==> config.mk <==
export PLATFORM = sky130hd
export DESIGN_NAME = mips_run_monitor
export DESIGN_NICKNAME = d
export VERILOG_FILES = /design/src/rtl/mips_run_monitor.sv
export SDC_FILE = /design/constraint.sdc
export NUM_CORES = 1
export LEC_CHECK = 0
export CAP_MARGIN = 5
export CORE_MARGIN = 8
export CORE_UTILIZATION = 30
export CTS_CLUSTER_DIAMETER = 80
export DETAILED_ROUTE_END_ITERATION = 6
export SYNTH_ARGS = -nofsm -noshare
export SYNTH_HDL_FRONTEND = slang
export SYNTH_SLANG_ARGS = --single-unit
==> constraint.sdc <==
create_clock -name clk -period 4.2 [get_ports clk]
set_clock_uncertainty 0.1 [all_clocks]
set_input_delay 0.63 -clock clk [delete_from_list [all_inputs] [get_ports clk]]
set_output_delay 0.63 -clock clk [all_outputs]
set_load 0.005 [all_outputs]
==> src/rtl/mips_run_monitor.sv <==
// Run controller and trace monitor for the single-cycle MIPS core.
// Sequences core reset, records a circular PC/ALU trace and a rolling signature, and ends the run on halt or timeout.
module mips_run_monitor #(
  parameter int PC_W            = 16,
  parameter int DATA_W          = 16,
  parameter int DEPTH           = 16,
  parameter int CORE_RST_CYCLES = 5,
  parameter int HALT_CYCLES     = 4,
  parameter int TIMEOUT         = 1024,
  localparam int IDX_W = $clog2(DEPTH),
  localparam int CNT_W = IDX_W + 1,
  localparam int CYC_W = $clog2(TIMEOUT) + 1,
  localparam int SIG_W = PC_W + DATA_W
) (
  input  logic              clk,
  input  logic              rst,
  input  logic              start,
  output logic              core_rst_n,
  input  logic [PC_W-1:0]   pc_in,
  input  logic [DATA_W-1:0] alu_in,
  input  logic [IDX_W-1:0]  rd_idx,
  output logic [PC_W-1:0]   rd_pc,
  output logic [DATA_W-1:0] rd_alu,
  output logic [CNT_W-1:0]  trace_count,
  output logic [CYC_W-1:0]  cycle_count,
  output logic [SIG_W-1:0]  signature,
  output logic              busy,
  output logic              done,
  output logic              halted,
  output logic              timeout,
  output logic [1:0]        fsm_state
);

  localparam int STALL_W = $clog2(HALT_CYCLES + 1);
  localparam int RCNT_W  = (CORE_RST_CYCLES > 1) ? $clog2(CORE_RST_CYCLES + 1) : 1;

  typedef enum logic [1:0] {IDLE, RESET_CORE, RUN, DONE} state_t;

  state_t              state, state_next;
  logic [RCNT_W-1:0]   rst_cnt;
  logic [IDX_W-1:0]    wr_ptr;
  logic [STALL_W-1:0]  stall_cnt, stall_next;
  logic [PC_W-1:0]     prev_pc;
  logic [CYC_W-1:0]    cyc_next;
  logic [SIG_W-1:0]    mem [DEPTH];
  logic                start_ok, halt_hit, to_hit, same_pc;
  logic [IDX_W-1:0]    rd_addr;
  logic                rd_valid;

  // Repeated-PC detection only starts once a previous sample exists in this run.
  assign same_pc    = (cycle_count != '0) && (pc_in == prev_pc);
  assign stall_next = same_pc ? stall_cnt + 1'b1 : '0;
  assign cyc_next   = cycle_count + 1'b1;
  assign halt_hit   = (state == RUN) && (stall_next == STALL_W'(HALT_CYCLES));
  assign to_hit     = (state == RUN) && (cyc_next == CYC_W'(TIMEOUT));
  assign start_ok   = start && ((state == IDLE) || (state == DONE));

  always_ff @(posedge clk) begin
    if (rst) state <= IDLE;
    else     state <= state_next;
  end

  always_comb begin
    state_next = state;
    case (state)
      IDLE:       if (start_ok) state_next = RESET_CORE;
      RESET_CORE: if (rst_cnt == RCNT_W'(CORE_RST_CYCLES - 1)) state_next = RUN;
      RUN:        if (halt_hit || to_hit) state_next = DONE;
      DONE:       if (start_ok) state_next = RESET_CORE;
      default:    state_next = IDLE;
    endcase
  end

  always_ff @(posedge clk) begin
    if (rst) begin
      rst_cnt     <= '0;
      wr_ptr      <= '0;
      trace_count <= '0;
      cycle_count <= '0;
      signature   <= '0;
      stall_cnt   <= '0;
      prev_pc     <= '0;
      halted      <= 1'b0;
      timeout     <= 1'b0;
    end else if (start_ok) begin
      rst_cnt     <= '0;
      wr_ptr      <= '0;
      trace_count <= '0;
      cycle_count <= '0;
      signature   <= '0;
      stall_cnt   <= '0;
      halted      <= 1'b0;
      timeout     <= 1'b0;
    end else if (state == RESET_CORE) begin
      rst_cnt <= rst_cnt + 1'b1;
    end else if (state == RUN) begin
      wr_ptr      <= wr_ptr + 1'b1;
      if (trace_count != CNT_W'(DEPTH)) trace_count <= trace_count + 1'b1;
      cycle_count <= cyc_next;
      signature   <= {signature[SIG_W-2:0], signature[SIG_W-1]} ^ {pc_in, alu_in};
      prev_pc     <= pc_in;
      stall_cnt   <= stall_next;
      halted      <= halt_hit;
      // A halt on the timeout sample takes precedence.
      timeout     <= to_hit && !halt_hit;
    end
  end

  // Trace storage carries no reset; trace_count masks stale entries.
  always_ff @(posedge clk) begin
    if (state == RUN) mem[wr_ptr] <= {pc_in, alu_in};
  end

  assign rd_addr  = wr_ptr - trace_count[IDX_W-1:0] + rd_idx;
  assign rd_valid = {1'b0, rd_idx} < trace_count;
  assign rd_pc    = rd_valid ? mem[rd_addr][SIG_W-1:DATA_W] : '0;
  assign rd_alu   = rd_valid ? mem[rd_addr][DATA_W-1:0] : '0;

  assign core_rst_n = (state == RUN);
  assign busy       = (state == RESET_CORE) || (state == RUN);
  assign done       = (state == DONE);
  assign fsm_state  = state;

endmodule

==> impl_results.md, run 1 <==
* Outcome: finished, violations left
* Failing checks: negative setup slack
* Cell variety after synth at between 40 and 50
* Asr flop ratio synth at 0
* Largest net degree at the start of global routing at between 50 and 60
* Worst setup slack after layout at -0.227 ns
* Worst Path Arrival at 3.70 ns
* RSZ-0062 raised after global routing: true
* Final hold violation count at 0
* Fin util at 0.388
* Die height at between 200 and 300 µm
* HP Start: halted
* DRC at 0
* First-pass GRT wire length at between 80000 and 90000 µm
* Ports at about 130
* CTS sink cnt at a little under 600
* Crit end category: primary output
* Number of port buffers at about 130
* Net Sw Frac at 0.281
* Max Fclk at about 230 MHz
* Fin crit period at 4.43 ns
* Ys flop type: edfxtp_1
* YS warnings at 0
* Clk pwr share at 0.311
* Hold buffer count at CTS at 0
* Syn_nets at between 1000 and 1500
* Die Wd at around 300 µm
* Internal power at ~13 mW
* Mean Syn Cell Area at approximately 19 µm²
* Crit start category: flop
* Maximum fanout along the worst path at 5
* Final count of pins violating max slew at 0
* Nets at 1600
* Gate Count Post-Synth at roughly 1300
* Number of global-route vias before repair at about 13000
* Peak supply drop at between 0.0003 and 0.0004 V
* Register-to-register setup slack at 0.90 ns
* Inserted Clock Buffers at between 60 and 70
* Yosys top cell area share at 0.654
* Sequential Power Share at 0.369
* Yosys reg bits at 590
* Synth top area cells: edfxtp_1, mux4_2, dfxtp_1
* GP Congestion at slightly above 0.7
* Die area at 87600 µm²
* Fin crit share at 1.05
* Starting Density at 0.303
* Worst-Margin Slew at slightly above 0.9 ns
* Dpl hpwl at 35600 µm
* Setup Viol. Count Final at 32
* Post-route ant nets at 0
* Initial DRC Count at around 990
* H-tree depth at 3
* Vias per cell at between 4 and 5
* Net Sw Power at 5.12 mW
* Combinational power share at 0.320
* First drt pass iteration count at 5
* R2R Path End: mem[2][1]
* Post-synthesis instance area at ~24000 µm²
* Setup CP Type: flop to primary output
* Core Area at 77600 µm²
* Worst hold path depth at 2
* Total Routing Usage GR at 0.138
* Worst Hold Path EP: halted
* Pwr/cell area at 606 nW/µm²
* Static Leak at around 9.8 nW
* Yosys top cell by area: edfxtp_1
* Share of layout cells above drive strength 1 at 0.332
* EDFF count, synth at ~500
* CTS tree: built
* Clock Latency Late Sink at 0.60 ns
* Grt total ovfl at 0
* Max_cap viols at 0
* WL final at between 60000 and 70000 µm
* CTS clk-pin slew, worst paths at approximately 0.050 ns
* Antenna violations before repair at 1
* FP Rows at 102
* Relative slew slack at 0.384
* Routed WL per cell at around 23 µm
* Post-synthesis sequential area ratio at 0.720
* Critical Path RT at between 3 and 4 ns
* Reg2Reg Depth at 6
* Hold_ws at 0.365 ns
* Root Driver: clkbuf_16
* Clock Tree Buf Depth at 3
* Area growth, synth to finish at 27.8%
* Worst hold path class: flop to flop
* Reg2reg start: fsm_state[0]
* Vias at between 10000 and 15000
* Final Power at ~18 mW
* Filler cells at just over 7000
## how the worst max path moves through the flow
stage / start / end / slack (ns) / cells past startpoint
6_report: wr_ptr[1] / rd_alu[4] / -0.23 / 13
5_1_grt: wr_ptr[1] / rd_alu[4] / -0.34 / 13
2_1_floorplan: rd_idx[1] / rd_alu[0] / 0.46 / 10
3_3_place_gp: rd_idx[1] / rd_pc[3] / -1.05 / 12
4_1_cts: wr_ptr[1] / rd_pc[3] / -0.45 / 11
3_5_place_dp: rd_idx[1] / rd_alu[15] / -1.0 / 12
## logic make-up (layout without fill, tap and decap cells)
family / after synthesis / count (layout) / synth area share
other cells: 0 / 2 / 0
mux: 184 / 184 / 0.146
xor+xnor: 72 / 72 / 0.0271
fa+ha+maj: 24 / 24 / 0.0137
simple gates: 179 / 179 / 0.0387
flops: 590 / 590 / 0.720
compound gates: 113 / 113 / 0.0357
buf+inv: 89 / 427 / 0.0183
## stage by stage
stage | cell area (µm²) | cells | setup WS [ns] | TNS, ns
floorplan | 23500 | 1251 | 0.457 | 0
detailed placement | 26900 | 2466 | -0.996 | -27.28
global placement | 26900 | 2466 | -1.05 | -27.95
global route | 30100 | 2629 | -0.344 | -7.75
finish | 30100 | 2631 | -0.227 | -4.26
CTS | 29800 | 2613 | -0.451 | -11.44
## cell usage in the layout, fill, tap and decap left out, types with 5 or more instances in the layout
master and count:
inv_1 18, buf_8 5, clkdlybuf4s50_1 91, dfxtp_1 75
clkbuf_16 72, nand2_1 13, nor2b_4 14, clkinv_1 8
ha_1 16, nand4_1 9, nor2_1 81, nand3_1 6
mux4_2 128, edfxtp_1 512, buf_4 102, a211oi_2 50
and2_2 17, xnor2_1 59, clkbuf_1 22, a211oi_1 44
clkinvlp_4 5, xor2_1 11, clkinv_2 6, ha_4 5
mux2i_2 6, mux2i_1 45, nor2b_1 17, buf_6 16
buf_2 28, buf_12 31
## power by group through the flow
stage | logic [mW] | registers (mW) | clock network (mW)
after global routing | 6.24 | 6.76 | 6.02
after detailed placement | 4.88 | 6.86 | 0
after CTS | 5.76 | 6.74 | 5.80
after global placement | 4.84 | 6.85 | 0
final | 5.83 | 6.73 | 5.67
after floorplan | 2.95 | 6.82 | 0
## flip-flops by register name (all words and copies together), names as in the netlist, 3 cells and up
| signal | count |
|---|---|
| trace_count | 5 |
| stall_cnt | 3 |
| signature | 32 |
| rst_cnt | 3 |
| prev_pc | 16 |
| wr_ptr | 4 |
| mem | 512 |
| cycle_count | 11 |
## metal layers
layer / vias to the layer above / track usage / wire length (µm)
li1: 5582 / - / -
met2: 333 / 0.230 / 29700
met1: 6674 / 0.181 / 26400
met4: 0 / 0.0398 / 1570
met3: 97 / 0.0284 / 3170
met5: - / 0 / 0
## final cells by class
cell class	instances	area, µm²	area share
timing repair buffer	283	2870	0.0955
inverter	22	82.6	0.00275
clock inverter	30	300	0.00999
clock buffer	92	1830	0.0610
multi-input combinational	572	6740	0.224
tap	1040	1300	0.0433
antenna	2	5.00	0.000166
sequential	590	16900	0.563
## synthesized netlist by cell type (6+ instances only)
library cell,n
edfxtp_1,512
mux4_2,128
a211oi_1,96
nor2_1,82
dfxtp_1,78
xnor2_1,59
mux2i_1,54
clkbuf_1,39
nor2b_1,34
inv_1,22
ha_1,21
and2_1,16
nand2_1,13
xor2_1,12
buf_2,11
buf_4,9
nand4_1,9
nand3_1,6
## critical path, stage by stage (launching register included)
cell	delay [ns]
dfxtp_2	0.33
inv_2	0.04
fa_1	0.50
inv_2	0.06
fa_4	0.82
buf_12	0.14
buf_12	0.11
buf_12	0.13
buf_6	0.11
buf_6	0.11
mux4_2	0.30
a211oi_2	0.20
a211oi_1	0.07
buf_2	0.16
## what timing repair did
item                       4_1_cts  5_1_grt
setup buffers                   25       22
cloned                           5        2
resized for setup              234       53
pin swaps                       51       32
setup endpoints to repair       32       32
(Power assumes the default switching activity.)
==> run 2: changes to the inputs <==
- ABC_CLOCK_PERIOD_IN_PS: default -> 5600
- SLEW_MARGIN: default -> 15
- clock period: 4.2 -> 5.6 ns (I/O delays scaled with it)
==> run 2 against run 1 <==
Net effect: first-iteration DRC count is 17% lower; global-route usage decreased by 0.94 points; wire length fell by 7.0%; die area stayed put; the flow now finishes without violations; critical path depth unchanged; total power shrank 28%; design area is 3.4% lower; highest routed layer unchanged; hold slack better by 0.019 ns; clock power decreased by 21%; setup slack improved by 0.46 ns.
==> impl_results.md, run 2 (synthesis gave the netlist of run 1 again) <==
* Share of layout cells above drive strength 1 at 0.239 (-0.0924)
* Hold buffer count at CTS at 0 (unchanged)
* Vias per cell at 4.80 (-0.48%)
* Number of global-route vias before repair at 13200 (-1.6%)
* R2R Path End: fsm_state[0]
* Die area at 87600 µm² (unchanged)
* Largest stage delay, worst path at 0.56 ns (-0.26 ns)
* Post-route ant nets at 0 (unchanged)
* Ports at 126 (unchanged)
* Root Driver: clkbuf_16
* Die height at 296 µm (unchanged)
* Final count of pins violating max slew at 0 (unchanged)
* H-tree depth at 3 (unchanged)
* Max Fclk at 186 MHz
* Total Routing Usage GR at 0.128 (-0.00943)
* Register area at 16900 µm² (about the same)
* Relative slew slack at 0.278 (-0.106)
* Register-to-register setup slack at 2.56 ns (+1.66 ns)
* Worst hold path depth at 2 (unchanged)
* Vias at 12200 (-3.6%)
* Peak supply drop at 0.000408 V (+22%)
* CTS clk-pin slew, worst paths at 0.05 ns (about the same)
* Setup Viol. Count Final at 0 (-100%)
* Crit end category: primary output
* Antenna violations before repair at 1 (unchanged)
* CTS tree: built
* Starting Density at 0.303 (unchanged)
* Reg2reg start: fsm_state[0]
* First drt pass iteration count at 5 (unchanged)
* Die Wd at 296 µm (unchanged)
* First-pass GRT wire length at 84000 µm (-5.8%)
* Pwr/cell area at 451 nW/µm² (-26%)
* Reg2Reg Depth at 8 (+2)
* Hold_ws at 0.384 ns (+0.0191 ns)
* Worst Path Arrival at 4.42 ns (+0.72 ns)
* Worst hold path class: flop to flop
* Critical Path RT at 4.66 ns (+1.19 ns)
* GP Congestion at 0.726 (about the same)
* RSZ-0062 raised after global routing: false
* HP Start: halted
* Largest net degree at the start of global routing at 56 (-5.1%)
* Setup CP Type: primary input to primary output
* Grt total ovfl at 0 (unchanged)
* Filler cells at 7168 (+1.1%)
* FP Rows at 102 (unchanged)
* Buf/Inv on CP at 7 (-1)
* Largest regs: mem x512, signature x32, prev_pc x16
* DP Worst Slack at -0.200 ns (+0.797 ns)
* Fin crit period at around 5.4 ns
* ANT cells at 0 (-2)
* Clock Latency Late Sink at 0.59 ns (about the same)
* Clock Tree Buf Depth at 3 (unchanged)
* Worst setup slack after layout at 0.236 ns (+0.463 ns)
* Static Leak at 9.25 nW (-5.2%)
* Nets at 1525 (-4.7%)
* Worst-Margin Slew at 1.08 ns (+0.158 ns)
* CP delay by family, top: buffers and inverters
* Outcome: finished clean
* Final hold violation count at 0 (unchanged)
* Largest Register: mem
* Max reg flops at 512 (unchanged)
* Most frequent cells in the layout: edfxtp_1, mux4_2, clkdlybuf4s50_1
* Worst Hold Path EP: halted
* Crit start category: primary input
* Area growth, synth to finish at 23.5%
* Critical-path cell list: clkdlybuf4s50_1 -> inv_1 -> fa_1 -> inv_1 -> ha_1 -> a21oi_1 -> buf_4 -> xnor2_4 -> buf_12 -> buf_4 -> mux2i_1 -> a211oi_1 -> clkdlybuf4s50_1
* Dpl hpwl at 33200 µm (-6.7%)
* Inserted Clock Buffers at 67 (-1.5%)
* Commonest non-fill, non-tap cell in the layout: edfxtp_1
* Core Area at 77600 µm² (unchanged)
* Fin crit share at 0.958
* CTS sink cnt at 590 (unchanged)
* Max_cap viols at 0 (unchanged)
* Maximum fanout along the worst path at 41 (+36)
* Multi-input gate area at 6380 µm² (-5.3%)
* Number of port buffers at 125 (unchanged)
* DRC at 0 (unchanged)
* Critical-path top delay cell: clkdlybuf4s50_1
* Routed WL per cell at 22.2 µm (-4.0%)
* Initial DRC Count at 816 (-17%)
* WL final at 56600 µm (-7.0%)
## run 2: layout make-up
class | instances | share of cell area
multi-input cells | 572 | 0.220
clock inverters | 30 | 0.0127
well taps | 1040 | 0.0448
flip-flops and latches | 590 | 0.583
clock buffers | 86 | 0.0649
repair buffers | 209 | 0.0720
inverters | 22 | 0.00284
## run 2: what timing repair did
action / in CTS / in global routing
resized for setup: 5 / 29
cloned: 0 / 1
pin swaps: 0 / 2
buffers inserted: 1 / 12
endpoints found under the setup margin: 23 / 25
## run 2: per-stage QoR
| step | util | cells | power (mW) | TNS, ns | instance area [µm²] |
|---|---|---|---|---|---|
| after floorplan | - | 1251 | 7.33 | 0 | 23500 |
| after global placement | 0.342 | 2419 | 8.57 | -1.46 | 26500 |
| after detailed placement | 0.342 | 2419 | 8.61 | -1.05 | 26500 |
| after CTS | 0.371 | 2536 | 13.1 | -0.00269 | 28800 |
| after global routing | 0.374 | 2549 | 13.7 | 0 | 29000 |
| final | 0.374 | 2549 | 13.1 | 0 | 29000 |
## run 2: worst max path at each step
stage / startpoint / endpoint / cells after the start
after floorplan: rd_idx[1] / rd_alu[0] / 10
after global placement: rd_idx[1] / rd_pc[10] / 12
after detailed placement: rd_idx[1] / rd_pc[15] / 12
after CTS: rd_idx[1] / rd_pc[10] / 13
after global routing: rd_idx[2] / rd_pc[6] / 13
final: rd_idx[2] / rd_pc[6] / 13
## run 2: power breakdown
part | internal [mW] | switching (mW)
Clock | 2.78 | 1.69
Sequential | 4.94 | 0.112
Combinational | 1.89 | 1.68
Total | 9.62 | 3.48
## run 2: layer usage
metal,vias up,global-route usage,routed length [µm]
met4,0,0.0345,1080
met1,6463,0.172,25500
li1,5413,-,-
met3,74,0.0249,2700
met5,-,0,0
met2,282,0.213,27300
## run 2: tightest hold or removal path, delay by kind of cell, from the launching register on
kind            cells  cell delay [ns]
compound gates      1             0.06
flops               1             0.31
simple gates        1             0.06
==> run 3: changes to the inputs <==
- ABC_AREA: default -> 1
- CORE_UTILIZATION: 30 -> 50
- PLACE_DENSITY: default -> 0.68
==> run 3 against run 2 <==
Net effect: wire length is 9.5% higher; sequential cell count is the same; sequential share of layout area is 1.1 points higher; setup slack lost 0.027 ns; critical endpoint is now rd_alu[1]; highest routed layer unchanged.
==> impl_results.md, run 3 <==
* Outcome: finished clean
* Clock Tree Buf Depth at 3 (unchanged)
* Vias per cell at 5.71 (+19%)
* Final Power at 14.6 mW (+11%)
* Ys flop type: edfxtp_1
* First-pass GRT wire length at 95200 µm (+13%)
* Post-synthesis sequential area ratio at 0.699 (-0.0208)
* ANT cells at 0 (unchanged)
* Commonest non-fill, non-tap cell in the layout: edfxtp_1
* Die area at 55700 µm² (-36%)
* Critical Path RT at 4.66 ns (about the same)
* CTS sink cnt at 590 (unchanged)
* Final hold violation count at 0 (unchanged)
* Cell variety after synth at 28 (-42%)
* Worst-Margin Slew at 1.07 ns (-0.0149 ns)
* Setup tns final at 0 ns (unchanged)
* Number of port buffers at 125 (unchanged)
* Relative slew slack at 0.288 (+0.00993)
* YS warnings at 0 (unchanged)
* Max reg flops at 512 (unchanged)
* Max_cap viols at 0 (unchanged)
* Yosys top cell area share at 0.635 (-0.0188)
* Die height at 236 µm (-20%)
* Worst hold path depth at 2 (unchanged)
* Area growth, synth to finish at 17.7%
* Total Routing Usage GR at 0.217 (+0.0890)
* Register-to-register setup slack at 2.36 ns (-0.20 ns)
* Root Driver: clkbuf_16
* H-tree depth at 2 (-1)
* Clock Latency Late Sink at 0.61 ns (+0.02 ns)
* Most frequent cell after synthesis: edfxtp_1
* Maximum fanout along the worst path at 32 (-22%)
* Syn_nets at 2191 (+67%)
* DRC at 0 (unchanged)
* Yosys reg bits at 590 (unchanged)
* Pwr/cell area at 511 nW/µm² (+13%)
* Dpl hpwl at 35300 µm (+6.4%)
* GP Congestion at 0.860 (+18%)
* Final count of pins violating max slew at 0 (unchanged)
* R2R Path End: mem[3][11]
* Die Wd at 236 µm (-20%)
* Largest Register: mem
* Grt total ovfl at 0 (unchanged)
* RSZ-0062 raised after global routing: false
* Largest regs: mem x512, signature x32, prev_pc x16
* Worst Hold Path EP: timeout
* Setup Viol. Count Final at 0 (unchanged)
* Worst hold path class: flop to flop
* Static Leak at 10.0 nW (+8.4%)
* Setup CP Type: primary input to primary output
* WL final at 62000 µm (+9.5%)
* Starting Density at 0.507 (+0.204)
* Routed WL per cell at 21.4 µm (-3.8%)
* HP Start: timeout
* Fin crit share at 0.963 (+0.00477)
* First drt pass iteration count at 5 (unchanged)
* Crit end category: primary output
* Antenna violations before repair at 0 (-1)
* Number of global-route vias before repair at 16400 (+25%)
* CTS clk-pin slew, worst paths at 0.06 ns (about the same)
* Reg2reg start: fsm_state[1]
* Reg2Reg Depth at 4 (-4)
* Synth cell count leaders: edfxtp_1, nor2_1, o21ai_0
* Mean Syn Cell Area at 11.4 µm² (-39%)
* Worst Path Arrival at 4.45 ns (+0.03 ns)
* Asr flop ratio synth at 0 (unchanged)
* Crit start category: primary input
* Fin crit period at 5.39 ns (+0.0267 ns)
* Largest net degree at the start of global routing at 143 (+160%)
* Filler cells at 3733 (-48%)
* Cell Count, Final, Fillers Out at 2902 (+14%)
* Hold buffer count at CTS at 0 (unchanged)
* Placed cells at 2794 (+16%)
* Nets at 2301 (+51%)
* EDFF count, synth at 512 (unchanged)
* Peak supply drop at 0.000447 V (+9.5%)
* Synth top area cells: edfxtp_1, o21ai_0, nor2_1
* Max Fclk at 185 MHz (-0.50%)
* Most frequent cells in the layout: edfxtp_1, nor2_1, o21ai_0
* Share of layout cells above drive strength 1 at 0.0735 (-0.166)
* Yosys top cell by area: edfxtp_1
* CTS tree: built
* Initial DRC Count at 1623 (+99%)
* Vias at 16600 (+36%)
* Post-synthesis instance area at 24200 µm² (+3.0%)
* Core Area at 47700 µm² (-38%)
* Ports at 126 (unchanged)
* Inserted Clock Buffers at 57 (-15%)
* Gate Count Post-Synth at 2128 (+70%)
* Post-route ant nets at 0 (unchanged)
* FP Rows at 80 (-22%)
-- run 3: layer usage --
layer / routed length, µm / track usage / up-vias
met2: 29000 / 0.352 / 668
met3: 5110 / 0.0472 / 110
met1: 26400 / 0.294 / 8082
met5: 0 / 0 / -
li1: - / - / 7719
met4: 1500 / 0.0603 / 0
-- run 3: what timing repair did --
item / 4_1_cts / 5_1_grt
setup buffers: 0 / 0
endpoints found under the setup margin: 0 / 3
gates resized for setup: 0 / 3
-- run 3: how the worst max path moves through the flow --
stage,cells past startpoint,from,slack [ns],to
after global routing,14,rd_idx[1],0.02,rd_alu[1]
after global placement,14,rd_idx[1],0.21,rd_pc[3]
after detailed placement,15,rd_idx[1],0.20,rd_pc[1]
final,14,rd_idx[1],0.21,rd_alu[1]
after CTS,15,rd_idx[1],0.16,rd_pc[1]
after floorplan,11,rd_idx[1],1.62,rd_alu[14]
-- run 3: cell families after synthesis --
| family | synth area share |
|---|---|
| xor+xnor | 0.0174 |
| compound gates | 0.125 |
| flops | 0.699 |
| buf+inv | 0.0366 |
| fa+ha+maj | 0.0133 |
| simple gates | 0.108 |
-- run 3: worst max-delay path: stages --
cell and delay, ns:
clkdlybuf4s50_1 0.50, inv_1 0.07, fa_1 0.53, inv_1 0.07, fa_4 0.82, buf_12 0.22
buf_12 0.20, o21ai_0 0.12, o221ai_1 0.17, o21ai_0 0.11, nand2_1 0.06, nand2_1 0.10
nor2_1 0.11, clkdlybuf4s50_1 0.52
-- run 3: report_power, final --
group / switching (mW) / leakage, nW / internal (mW)
sequential: 0.143 / 5.24 / 4.98
clock: 1.61 / 0.968 / 2.38
combinational: 3.47 / 3.82 / 1.99
-- run 3: layout make-up --
| class | count | area (µm²) | share of cell area |
|---|---|---|---|
| clock buffers | 81 | 1660 | 0.0582 |
| well taps | 615 | 769 | 0.0270 |
| inverters | 98 | 373 | 0.0131 |
| multi-input cells | 1311 | 6570 | 0.231 |
| flip-flops and latches | 590 | 16900 | 0.594 |
| repair buffers | 180 | 1880 | 0.0661 |
| clock inverters | 27 | 313 | 0.0110 |
-- run 3: stage by stage --
step / setup WS [ns] / cell area (µm²) / hold slack, ns / utilization
global route: 0.0181 / 28500 / 0.410 / 0.597
finish: 0.209 / 28500 / 0.375 / 0.597
detailed placement: 0.198 / 26500 / 0.359 / 0.556
global placement: 0.207 / 26500 / 0.358 / 0.556
floorplan: 1.62 / 24200 / 0.356 / -
CTS: 0.162 / 28500 / 0.372 / 0.597
